$ cat config.mk
export PLATFORM = sky130hd
export DESIGN_NAME = pending_encoder_32to5
export DESIGN_NICKNAME = d
export VERILOG_FILES = /design/src/rtl/pending_encoder_32to5.sv
export SDC_FILE = /design/constraint.sdc
export NUM_CORES = 1
export LEC_CHECK = 0
export BUFFER_PORTS_ARGS = -buffer_cell sky130_fd_sc_hd__buf_4
export CAP_MARGIN = 15
export CELL_PAD_IN_SITES_DETAIL_PLACEMENT = 1
export CELL_PAD_IN_SITES_GLOBAL_PLACEMENT = 2
export CORE_MARGIN = 2
export CORE_UTILIZATION = 25
export DETAILED_ROUTE_END_ITERATION = 16
export PLACE_DENSITY = 0.81
export SYNTH_ARGS = -nofsm -noshare
export SYNTH_HDL_FRONTEND = slang
export SYNTH_SLANG_ARGS = --single-unit
$ cat constraint.sdc
create_clock -name clk_i -period 2.1 [get_ports clk_i]
set_clock_uncertainty 0.15 [all_clocks]
set_input_delay 0.315 -clock clk_i [delete_from_list [all_inputs] [get_ports clk_i]]
set_output_delay 0.315 -clock clk_i [all_outputs]
set_load 0.01 [all_outputs]
$ cat src/rtl/pending_encoder_32to5.sv
// rtl/pending_encoder_32to5.sv - sticky pending register serialised into binary indices over valid/ready
// Optional macro PENDING_ENCODER_ROUND_ROBIN_EN selects rotating priority; the default is lowest-index-first.
module pending_encoder_32to5 #(
  parameter int WIDTH = 32,
  localparam int IDX_W = $clog2(WIDTH)
) (
  input  logic             clk_i,
  input  logic             rst_ni,
  input  logic             en_i,
  input  logic [WIDTH-1:0] req_i,
  input  logic             clr_i,
  output logic [IDX_W-1:0] idx_o,
  output logic             valid_o,
  input  logic             ready_i,
  output logic [WIDTH-1:0] pending_o,
  output logic             none_o
);

  logic [WIDTH-1:0] pending;
  logic [WIDTH-1:0] pending_next;
  logic [WIDTH-1:0] grant_mask;
  logic [IDX_W-1:0] sel;
  logic             any;
  logic             load;
  logic             grant;
  logic             valid;
  logic [IDX_W-1:0] idx;

  assign any   = |pending;
  assign load  = !valid || ready_i;
  assign grant = load && any;

`ifdef PENDING_ENCODER_ROUND_ROBIN_EN
  logic [IDX_W-1:0] ptr;

  // Search begins one past the last grant; index arithmetic wraps since WIDTH is a power of two.
  always_comb begin
    logic             found;
    logic [IDX_W-1:0] j;
    sel   = '0;
    found = 1'b0;
    j     = '0;
    for (int k = 0; k < WIDTH; k++) begin
      j = ptr + IDX_W'(k + 1);
      if (!found && pending[j]) begin
        sel   = j;
        found = 1'b1;
      end
    end
  end

  always_ff @(posedge clk_i) begin
    if (!rst_ni || clr_i) begin
      ptr <= IDX_W'(WIDTH - 1);
    end else if (grant) begin
      ptr <= sel;
    end
  end
`else
  always_comb begin
    logic found;
    sel   = '0;
    found = 1'b0;
    for (int k = 0; k < WIDTH; k++) begin
      if (!found && pending[k]) begin
        sel   = IDX_W'(k);
        found = 1'b1;
      end
    end
  end
`endif

  // A new request for the bit being granted re-sets it, so it counts as a fresh event.
  always_comb begin
    grant_mask   = grant ? (WIDTH'(1) << sel) : '0;
    pending_next = (pending & ~grant_mask) | (en_i ? req_i : '0);
  end

  always_ff @(posedge clk_i) begin
    if (!rst_ni) begin
      pending <= '0;
      valid   <= 1'b0;
      idx     <= '0;
    end else if (clr_i) begin
      pending <= '0;
      valid   <= 1'b0;
    end else begin
      pending <= pending_next;
      if (load) begin
        valid <= any;
      end
      if (grant) begin
        idx <= sel;
      end
    end
  end

  assign idx_o     = idx;
  assign valid_o   = valid;
  assign pending_o = pending;
  assign none_o    = !any && !valid;

endmodule

==> impl_results.md <==
- Class of the worst hold path: input port to flop
- P_sw: 0.0008272 W
- Final wirelength: 8747 um
- Dpl hpwl: 6039 um
- Fin. max-slew vios: 0
- Routed len/inst: 17.39 um
- Total Power: between 0.002 and 0.0025 W
- Layout cells sized above 1: 0.5829
- Sequential area share after synthesis: 0.3574
- Routability cong.: approximately 0.84
- Maximum clock frequency: 419.6 MHz
- Metal2 WL: 4649 um
- Comb pwr share: 0.438
- Initial antenna violation count: 0
- Initial Util: 0.2590
- Number of diodes: 0
- Layout fillers: 960
- Synthesis warning total: 0
- Post-route setup slack: -0.2834 ns
- Average cell area after synthesis: between 8 and 9 um^2
- Setup Crit Path Kind: flop to flop
- Synth Area in Compound Gates: 0.3275
- Status: finished with violations
- Area grow syn2layout: 79.19%
- Predominant post-synthesis flop cell: dfxtp_1
- Vias in the first global route: 2555
- Largest family of logic cells by synthesized area: compound AO/OA/AOI/OAI gates
- Fraction of power spent switching nets: 0.3510
- Largest fanout on the critical path: 5
- MaxCap Viol Count: 0
- Clk slew on worst S/H paths: 0.07 ns
- Overall Global Routing Usage: 0.1797
- Sequential share of power: 0.337
- Post-route core utilization: 0.4641
- PortBufs: 75
- Root buffer cell: clkbuf_8
- # IOs: 76
- Die area: 9267 um^2
- Mapped Area: 2128 um^2
- Slew @ Worst Pin: 0.5960 ns
- Congestion Overflow GR: 0
- EDFF count, synth: 0
- CP Launch Type: flop
- Post-Synth Adder-Cell Area: 0
- #FFs+latches synth: 38
- Tmin final: ~2.4 ns
- Period utilization: 1.135
- DIE HEIGHT: about 96 um
- Initial DRC Count: 67
- Top sig layer: met4
- Synth cell types: 45
- Syn Nets: 283
- Total vias in the final route: 2610
- Hold_ws: ~0.13 ns
- Largest net degree at the start of global routing: 63
- Violated checks: negative setup slack
- Final ANT Viol Nets: 0
- First-pass GRT wire length: 12810 um
- Power per cell area: roughly 620 nW/um^2
- Max VDD drop: ~0.2 mV
- Post-synth ARST share: 0
- DR vias/cell: 5.189
- Remaining DRCs: 0
- Die W: 96.27 um
- Post-synthesis xor/xnor area fraction: 0
- H-tree depth: 2
- WP data required: between 2 and 2.5 ns
- Gate Count Post-Synth: about 250
- RSZ-0062 raised after global routing: yes
- Nets: 434
- Multiplexer area fraction after synthesis: 0.01411
- Internal: 0.001530 W
- Final hold vios: 0
- LEAKAGE: 1.607 nW
- Final setup violation count: 34
- # rows: 33
- Worst skew pair latency: 0.30 ns
- Slew margin rel.: 0.6027
- Met3 WL: 269 um
- Core ar.: 8217 um^2
- Clock share of power: 0.225
- CP Capture Type: flop
- CTS tree: yes
- Critical Path AT: around 2.4 ns
- Metal1 wirelength: between 3000 and 4000 um
- CTS sink cnt: 38
- First-pass DRT Iterations: 4
- CTS Buf Count: 5
- CTS Buffer Depth: 2
- Synth Area in Simple Gates: 0.2657
## layout by cell type, fill, tap and decap left out, drive strengths merged, types with 7 or more instances in the layout
master    n
a211oi    7
a21oi    40
a311oi   29
buf     157
clkbuf    7
dfxtp    38
nand2    33
nor2     21
nor3      7
nor4      9
## metal layers
metal  track usage  vias up
met1        0.2201     1275
met3       0.02114       10
met4       0.05357        0
met5             0        -
li1              -     1268
met2        0.3264       57
## worst paths after layout
kind / startpoint / end / slack, ns / cells past startpoint
max: pending_o[24] / pending_o[21] / -0.28 / 6
min: req_i[5] / pending_o[5] / 0.13 / 3
max reg2reg: pending_o[24] / pending_o[21] / -0.28 / 6
min reg2reg: idx_o[2] / idx_o[2] / 0.37 / 2
## cells in the mapped netlist, drive strengths merged, types with 3 or more instances
master  count  share of area
dfxtp      38           0.36
nor2b       6          0.018
mux2i       3          0.014
nor2       21          0.039
nor3        7          0.021
a311oi     29           0.13
a21oi      40          0.094
nand2      33          0.058
a211oi      7          0.031
o41ai       3          0.021
inv         6          0.011
or4         6          0.025
clkbuf     11          0.019
nor4        9          0.059
## power by group through the flow
stage	Combinational (W)	Sequential, W	Clock (W)
detailed placement	0.000854	0.000809	0
floorplan	0.000377	0.000832	0
finish	0.00103	0.000793	0.000530
global route	0.00111	0.000798	0.000561
global placement	0.000837	0.000806	0
CTS	0.000951	0.000794	0.000544
## state kept, by name (all words and copies together) (netlist names)
register   count
pending_o     32
valid_o        1
idx_o          5
## area by class of cell
cell class / count / area (um^2) / area share
multi-input cells: 189 / 1559 / 0.4088
flip-flops and latches: 38 / 792.0 / 0.2077
repair buffers: 157 / 1217 / 0.3192
clock buffers: 7 / 86.33 / 0.02264
clock inverters: 1 / 5.005 / 0.001312
inverters: 6 / 22.52 / 0.005906
well taps: 105 / 131.4 / 0.03445
## cell families (layout without fill, tap and decap cells)
kind of cell,after synthesis,after routing
buffers and inverters,19,171
DFF,38,38
AOI/OAI and AO/OA,93,93
muxes,3,3
and+or+nand+nor,93,93
## per-stage QoR
step / cell area [um^2] / setup slack, ns / setup TNS, ns / std cells
2_1_floorplan: 2166 / -0.08456 / -1.157 / 246
3_3_place_gp: 3342 / -0.3938 / -6.864 / 483
3_5_place_dp: 3342 / -0.3893 / -9.216 / 483
4_1_cts: 3652 / -0.2490 / -6.786 / 499
5_1_grt: 3814 / -0.3899 / -11.18 / 503
6_report: 3814 / -0.2834 / -7.288 / 503
## critical path, cell delays in order (launching register included)
cell,delay (ns)
dfxtp_4,0.36
or4_4,0.54
o211ai_1,0.25
a31oi_2,0.16
or4_4,0.48
nor2_4,0.18
a311oi_1,0.11
## timing repair
action / CTS / global route
hold endpoints to repair: 0 / 0
hold buffers: 0 / 0
setup buffers: 8 / 6
cloned: 0 / 0
setup endpoints to repair: 38 / 38
pin swaps: 11 / 11
resized for setup: 33 / 29
(Power assumes the default switching activity.)
